**src/rtl/haz_pkg.sv**
```systemverilog
// Shared types for the pipeline hazard/stall controller: forwarding selects and
// the states of the data-memory wait FSM.
package haz_pkg;

   typedef enum logic [1:0] {
      FWD_RF  = 2'b00,
      FWD_WB  = 2'b01,
      FWD_MEM = 2'b10
   } fwd_sel_e;

   typedef enum logic [1:0] {
      IDLE = 2'b00,
      WAIT = 2'b01,
      ERR  = 2'b10
   } mem_wait_e;

endpackage

```
**src/rtl/haz_mem_wait_fsm.sv**
```systemverilog
// Data-memory wait FSM: freezes the pipe while M waits for its ack and raises a
// sticky timeout once an access has waited MEM_TIMEOUT cycles in WAIT.
module haz_mem_wait_fsm
   import haz_pkg::*;
#(
   parameter int MEM_TIMEOUT = 15
) (
   input  logic clk,
   input  logic reset,
   input  logic mem_req,
   input  logic mem_ack,
   output logic mem_stall,
   output logic mem_timeout
);

   localparam int CW = $clog2(MEM_TIMEOUT + 1);

   mem_wait_e       state;
   logic [CW-1:0]   cnt;

   // NOTE: all state uses non-blocking assignments so the order of statements
   // inside the block never changes what the flops capture.
   always_ff @(posedge clk) begin
      if (reset) begin
         state       <= IDLE;
         cnt         <= '0;
         mem_timeout <= 1'b0;
      end else begin
         case (state)
            IDLE: begin
               if (mem_req && !mem_ack) begin
                  state <= WAIT;
                  cnt   <= CW'(1);
               end
            end
            WAIT: begin
               if (mem_ack) begin
                  state <= IDLE;
                  cnt   <= '0;
               end else if (cnt == CW'(MEM_TIMEOUT)) begin
                  state       <= ERR;
                  mem_timeout <= 1'b1;
               end else begin
                  cnt <= cnt + 1'b1;
               end
            end
            ERR:     mem_timeout <= 1'b1;
            default: state <= IDLE;
         endcase
      end
   end

   // The ack releases the freeze in the very cycle it arrives.
   always_comb begin
      mem_stall = (state == ERR)
               || ((state == IDLE) && mem_req && !mem_ack)
               || ((state == WAIT) && !mem_ack);
   end

   // Withdrawing a request while waiting, without an ack, is a protocol error.
   req_held_in_wait : assert property (
      @(posedge clk) disable iff (reset) (state == WAIT) |-> (mem_req || mem_ack)
   );

endmodule

```
**src/rtl/hazard_stall_ctrl.sv**
```systemverilog
// Hazard/sequencing controller for the 5-stage pipe: forwarding, load-use and
// branch stalls, memory-wait freeze. Define HAZ_PERF_CNT_EN to add StallCount.
module hazard_stall_ctrl
   import haz_pkg::*;
#(
   parameter int REG_W       = 5,
   parameter int MEM_TIMEOUT = 15
`ifdef HAZ_PERF_CNT_EN
   ,
   parameter int CNT_W       = 32
`endif
) (
   input  logic             clk,
   input  logic             reset,
   input  logic [REG_W-1:0] RsD,
   input  logic [REG_W-1:0] RtD,
   input  logic [REG_W-1:0] RsE,
   input  logic [REG_W-1:0] RtE,
   input  logic [REG_W-1:0] WriteRegE,
   input  logic [REG_W-1:0] WriteRegM,
   input  logic [REG_W-1:0] WriteRegW,
   input  logic             RegWriteE,
   input  logic             RegWriteM,
   input  logic             RegWriteW,
   input  logic             MemtoRegE,
   input  logic             MemtoRegM,
   input  logic             BranchD,
   input  logic             MemReqM,
   input  logic             MemAckM,
   output logic             StallF,
   output logic             StallD,
   output logic             StallE,
   output logic             StallM,
   output logic             FlushD,
   output logic             FlushE,
   output logic             FlushW,
   output logic [1:0]       ForwardAE,
   output logic [1:0]       ForwardBE,
   output logic             ForwardAD,
   output logic             ForwardBD,
   output logic             MemTimeout
`ifdef HAZ_PERF_CNT_EN
   ,
   output logic [CNT_W-1:0] StallCount
`endif
);

   function automatic fwd_sel_e fwd_e(input logic [REG_W-1:0] rs,
                                      input logic [REG_W-1:0] wr_m,
                                      input logic [REG_W-1:0] wr_w,
                                      input logic             we_m,
                                      input logic             we_w);
      if (rs == '0)              return FWD_RF;
      if (we_m && (wr_m == rs))  return FWD_MEM;
      if (we_w && (wr_w == rs))  return FWD_WB;
      return FWD_RF;
   endfunction

   function automatic logic reads_in_d(input logic [REG_W-1:0] rd,
                                       input logic [REG_W-1:0] rs,
                                       input logic [REG_W-1:0] rt);
      return (rd != '0) && ((rd == rs) || (rd == rt));
   endfunction

   logic mem_stall;
   logic lu_hazard;
   logic br_hazard;

   haz_mem_wait_fsm #(
      .MEM_TIMEOUT (MEM_TIMEOUT)
   ) u_mem_wait (
      .clk         (clk),
      .reset       (reset),
      .mem_req     (MemReqM),
      .mem_ack     (MemAckM),
      .mem_stall   (mem_stall),
      .mem_timeout (MemTimeout)
   );

   assign ForwardAE = fwd_e(RsE, WriteRegM, WriteRegW, RegWriteM, RegWriteW);
   assign ForwardBE = fwd_e(RtE, WriteRegM, WriteRegW, RegWriteM, RegWriteW);
   assign ForwardAD = (RsD != '0) && RegWriteM && (WriteRegM == RsD);
   assign ForwardBD = (RtD != '0) && RegWriteM && (WriteRegM == RtD);

   assign lu_hazard = MemtoRegE && RegWriteE && reads_in_d(WriteRegE, RsD, RtD);
   assign br_hazard = BranchD
                   && ((RegWriteE && reads_in_d(WriteRegE, RsD, RtD))
                    || (MemtoRegM && reads_in_d(WriteRegM, RsD, RtD)));

   // A memory freeze outranks bubbles: E must keep its instruction, so the
   // load-use/branch bubble is held back until the ack lets the pipe move.
   // NOTE: every output gets a default first so no path can infer a latch.
   always_comb begin
      StallF = 1'b0;
      StallD = 1'b0;
      StallE = 1'b0;
      StallM = 1'b0;
      FlushD = 1'b0;
      FlushE = 1'b0;
      FlushW = 1'b0;
      if (!reset) begin
         if (mem_stall) begin
            StallF = 1'b1;
            StallD = 1'b1;
            StallE = 1'b1;
            StallM = 1'b1;
            FlushW = 1'b1;
         end else if (lu_hazard || br_hazard) begin
            StallF = 1'b1;
            StallD = 1'b1;
            FlushE = 1'b1;
         end
      end
   end

`ifdef HAZ_PERF_CNT_EN
   always_ff @(posedge clk) begin
      if (reset) begin
         StallCount <= '0;
      end else if (StallF && (StallCount != '1)) begin
         StallCount <= StallCount + 1'b1;
      end
   end
`endif

endmodule

```
**config.mk**
```make
export PLATFORM = sky130hd
export DESIGN_NAME = hazard_stall_ctrl
export DESIGN_NICKNAME = d
export VERILOG_FILES = /design/src/rtl/haz_pkg.sv /design/src/rtl/haz_mem_wait_fsm.sv /design/src/rtl/hazard_stall_ctrl.sv
export SDC_FILE = /design/constraint.sdc
export NUM_CORES = 1
export LEC_CHECK = 0
export ABC_AREA = 1
export CAP_MARGIN = 10
export CORE_MARGIN = 2
export CORE_UTILIZATION = 45
export CTS_BUF_LIST = sky130_fd_sc_hd__clkbuf_8
export CTS_CLUSTER_SIZE = 14
export DETAILED_ROUTE_END_ITERATION = 12
export DONT_BUFFER_PORTS = 1
export PLACE_DENSITY = 0.63
export SLEW_MARGIN = 0
export SYNTH_ARGS = -nofsm -noshare
export SYNTH_HDL_FRONTEND = slang
export SYNTH_SLANG_ARGS = --single-unit
```
**constraint.sdc**
```tcl
create_clock -name clk -period 1.6 [get_ports clk]
set_input_delay 0.32 -clock clk [delete_from_list [all_inputs] [get_ports clk]]
set_output_delay 0.32 -clock clk [all_outputs]
set_load 0.1 [all_outputs]
```
# Yosys cells after proc, flatten, opt, wreduce, memory -nomap -nowiden
# Cells that the tools add are included.
[totals]
ff_bits = 7
out_inout_bits = 14
input_bits = 45
[classes]
bitwise_logic = 1
reduce_logical = 38
addsub = 1
eq_ne = 16
muxes = 42
[op_table]
columns = ["operator", "n"]
rows = [
  ["== test 5 bit", 8],
  ["two-way mux 2 bit", 15],
  ["two-way mux 1 bit", 21],
  ["nonzero test 5 bit", 4],
  ["logical AND 1 bit", 19],
  ["two-way mux 4 bit", 3],
  ["logical NOT 5 bit", 2],
  ["AND reduction 3 bit", 3],
  ["case mux 4 bit (2 select lines)", 1],
  ["logical OR 1 bit", 6],
  ["case mux 2 bit (3 select lines)", 1],
  ["adder 4 x 1 -> 4 bit (second input constant)", 1],
  ["== test 4 bit (second input constant)", 1],
  ["inequality test 2 x 1 -> 1 bit (second input constant)", 2],
  ["nonzero test 2 bit", 2],
  ["inequality test 3 x 2 -> 1 bit (second input constant)", 1],
  ["inequality test 3 bit (second input constant)", 1],
  ["== test 2 x 1 -> 1 bit (second input constant)", 1],
  ["== test 2 bit (second input constant)", 1],
  ["logical NOT 2 bit", 1],
  ["inequality test 2 bit (second input constant)", 1],
  ["case mux 1 bit (2 select lines)", 1],
  ["logical NOT 1 bit", 1],
  ["NOT 1 bit", 1],
]

# Logic depth before layout (Yosys ltp)
[depth]
word_depth = 10
ltp_mapped = 12
depth_no_buf = 10

# Hierarchy
# A second synthesis with hierarchy kept.
[unflattened]
cells_unflattened = 240
area_unflattened_um2 = 1317.5
[modules_own_cells]
columns = ["mod", "area_per_inst_um2", "cells_per_inst", "seq_area_each_um2", "n_inst"]
rows = [
  ["hazard_stall_ctrl", 833.3, 172, 0.0, 1],
  ["haz_mem_wait_fsm", 484.2, 68, 140.1, 1],
]

# Worst setup path after synthesis
# No wires, ideal clock.
[synth_timing]
path_kind = "input -> output"
startpoint = "in MemAckM"
endpoint = "out StallF"
path_buffers = 1
stages = 8
t_arrival_ps = 3187
setup_slack_ps = -1907
required_time_ps = 1280
cell_sequence = "inv_1 -> nand2_1 -> nand2_2 -> nand2_1 -> nor2_1 -> inv_1 -> nand2_1 -> buf_4"
[synth_between]
elab_chain_cells = 6
elab_cells_between_ends = 7
[synth_rtl]
columns = ["element", "line", "text"]
rows = [
  ["start: declaration", "hazard_stall_ctrl.sv:29", "input logic MemAckM,"],
  ["logical NOT 1 bit *", "haz_mem_wait_fsm.sv:56, haz_mem_wait_fsm.sv:57", ""],
  ["logical AND 1 bit", "haz_mem_wait_fsm.sv:56", "|| ((state == IDLE) && mem_req && !mem_ack)"],
  ["logical OR 1 bit", "haz_mem_wait_fsm.sv:56", ""],
  ["logical OR 1 bit *", "haz_mem_wait_fsm.sv:57", "|| ((state == WAIT) && !mem_ack);"],
  ["two-way mux 1 bit * (2 in a row)", "--", ""],
  ["end: declaration", "hazard_stall_ctrl.sv:30", "output logic StallF,"],
]
# Mark *: on every way between the ends. The rest lies on a longest branch, timed or not.

# Worst setup path in the final report
[layout_timing]
startpoint = "in RtD[4]"
endpoint = "out ForwardBD"
[layout_between]
elab_chain_cells = 3
elab_cells_between_ends = 4
[layout_rtl]
columns = ["element", "line", "text"]
rows = [
  ["start: declaration", "hazard_stall_ctrl.sv:16", "input logic [REG_W-1:0] RtD,"],
  ["nonzero test 5 bit", "hazard_stall_ctrl.sv:83", "assign ForwardBD = (RtD != '0) && RegWriteM && (WriteRegM == RtD);"],
  ["logical AND 1 bit", "hazard_stall_ctrl.sv:83", ""],
  ["logical AND 1 bit *", "hazard_stall_ctrl.sv:83", ""],
  ["end: declaration", "hazard_stall_ctrl.sv:40", "output logic ForwardBD,"],
]
# Marks and branches as above.

==> metrics.txt <==
status finished with violations; failing checks setup timing; Max Slew Vio Count 0; Inserted Diodes 0; R2R Path End u_mem_wait.cnt[3]; port bufs 0; # IOs 59; final worst slack -0.0213 ns; initial antenna violation count 0; Hold Crit Start reset; Min-Delay Path Class input pin to flop; final core occ 0.716; simple logic cell fraction of the synthesized area 0.466; clock root buffer clkbuf_8; syn avg cell area 5.45 µm²; yosys warns 0; Synth Area in Adders 0.0107; largest net degree at the start of global routing 8; Netlist cell types 29; area fraction in compound gates after synthesis 0.124; Max FO, Critical Path 4; FF/Latch Area 145 µm²; DR vias 1,419; Die Ht roughly 55 µm; DP HPWL 2.77 mm; CP Class input pin to output port; WHS 0.152 ns; Layout Nets 286; clk buf depth 2; clk_skew 0.00238 ns; Area growth, synth to finish 51.3%; FF-to-FF path depth 7; clk_lat worst skew 0.23 ns; Rows 18; reg2reg start u_mem_wait.cnt[0]; Area contributors post-synth nand2_1 20%, inv_1 12%, dfxtp_1 12%; commonest non-fill, non-tap cell in the layout nand2_1; Die Wd around 55 µm; vias in the first global route ~1,200; mux contribution to synthesized area 0; ANT nets after route 0; filler cell count 210; Hold Vio Cnt, Final 0; Hold Path Stages 1; FMAX 0.617 GHz; Synth Instances 215; Pwr Density 477 mW/mm²; Residual DRC 0; flop and latch count out of synthesis 7; largest family of logic cells by synthesized area simple AND/OR/NAND/NOR gates; Max Cap Viol 0; startpoint types input pin; synthesized cell area ~0.0012 mm²; Initial Util 0.473; htree depth 1; Clock transition at path regs 0.04 ns; most frequent cells in the layout 53 x nand2_1, 30 x inv_1, 14 x nor2_1, 14 x buf_4; share of layout cells above drive strength 1 0.351; die area around 0.0030 mm²; Finished Layout Cells 269; Leak 0.000850 µW; r2r setup slk around 0.26 ns; CTS Buf Count 3; setup_tns -0.0608 ns; CTS tree yes; area of the multi-input gates 998 µm²; leading area contributor after synthesis nand2_1; Critical Path AT 1.30 ns; worst slack at placement -0.0280 ns; Vias/cell 5.28; Final min period 1.62 ns; CP Capture Type output port; Starting DRT DRC Count 31; clk sinks 7; CP required between 1 and 1.5 ns; Setup-failing EPs final 5; area of the core 0.00248 mm²; sequential area share after synthesis 0.120; DR pass1 iterations 5; Syn Nets ~260; RePlAce Congestion 0.796; post-synthesis xor/xnor area fraction 0.0971; first-pass GRT wire length 4.83 mm; RSZ-0062 raised after global routing true; grt total ovfl 0; Yosys top cell area share 0.205; Placed Instances 259; WL per Instance 12.5 µm; Final period util 1.01; Total Routed Length ~3.4 mm; Worst Hold Path EP u_mem_wait.state[0]; GRT Total Usage 0.210; Worst VDD drop between 0.6 and 0.7 mV
==> registers in the layout, indices dropped and copies added, names as in the netlist <==
signal	cells
u_mem_wait.mem_timeout	1
u_mem_wait.state	2
u_mem_wait.cnt	4
==> power by group <==
| group | switching [µW] | internal, µW | leakage [µW] | total, µW |
|---|---|---|---|---|
| clock | 74.7 | 166 | 0.0000269 | 240 |
| combinational | 259 | 162 | 0.000765 | 420 |
| sequential | 4.89 | 181 | 0.0000582 | 186 |
==> what timing repair did <==
item / in CTS / in global routing
resized for setup: 1 / 37
pin swaps: 3 / 22
hold buffers: 0 / 0
setup endpoints to repair: 5 / 9
setup buffers: 0 / 6
==> logic make-up (layout without fill, tap and decap cells) <==
group	Yosys count	in the layout
adders and majority gates	1	1
AOI/OAI and AO/OA	23	23
and+or+nand+nor	120	120
xor gates and xnor gates	13	13
buffers and inverters	50	74
other	1	1
DFF	7	7
==> critical path: stages <==
cell,delay [ns]
inv_1,0.03
nand2_2,0.05
nand2_1,0.06
nor2_2,0.13
nand3_2,0.10
buf_4,0.15
a311oi_4,0.24
buf_12,0.21
==> how the worst max path moves through the flow <==
| stage | from | end | slack, ns | depth (start not counted) |
|---|---|---|---|---|
| 3_3_place_gp | RtD[4] | FlushE | -0.006 | 11 |
| 6_report | RtD[4] | ForwardBD | -0.02 | 8 |
| 4_1_cts | RsD[2] | ForwardAD | -0.008 | 8 |
| 2_1_floorplan | MemAckM | StallF | -0.38 | 8 |
| 5_1_grt | RtD[1] | FlushE | -0.13 | 11 |
| 3_5_place_dp | RtD[1] | FlushE | -0.03 | 11 |
==> synth_stat cells (all sizes together) <==
library cell and n:
nand2 67, inv 44, nor2 25, nand3 12
xor2 9, dfxtp 7, a21oi 6, buf 6
nor3 6, o21ai 5, nor4 4, o22ai 4
xnor2 4, a211oi 3, nand4 3, a221oi 2
a311oi 2, nor2b 2, conb 1, ha 1
nor3b 1, o21bai 1
==> cell type report <==
cell class / instances / share of cell area
sequential: 7 / 0.0818
clock buffer: 3 / 0.0233
inverter: 44 / 0.124
multi-input combinational: 158 / 0.563
tap: 30 / 0.0212
clock inverter: 1 / 0.00212
timing repair buffer: 26 / 0.185
==> metal layers <==
metal  vias up  GRT usage  wire (µm)
li1        721          -          -
met1       641      0.239       1290
met2        55      0.417       1810
met3         2     0.0323        245
met4         0     0.0244         14
met5         -          0          0
==> metrics by stage <==
step	total power [µW]	cell area, µm²
floorplan	515	1350
global placement	558	1580
detailed placement	568	1580
CTS	807	1620
global route	888	1770
finish	846	1770
Note: power is estimated with default switching activity, not from simulation.
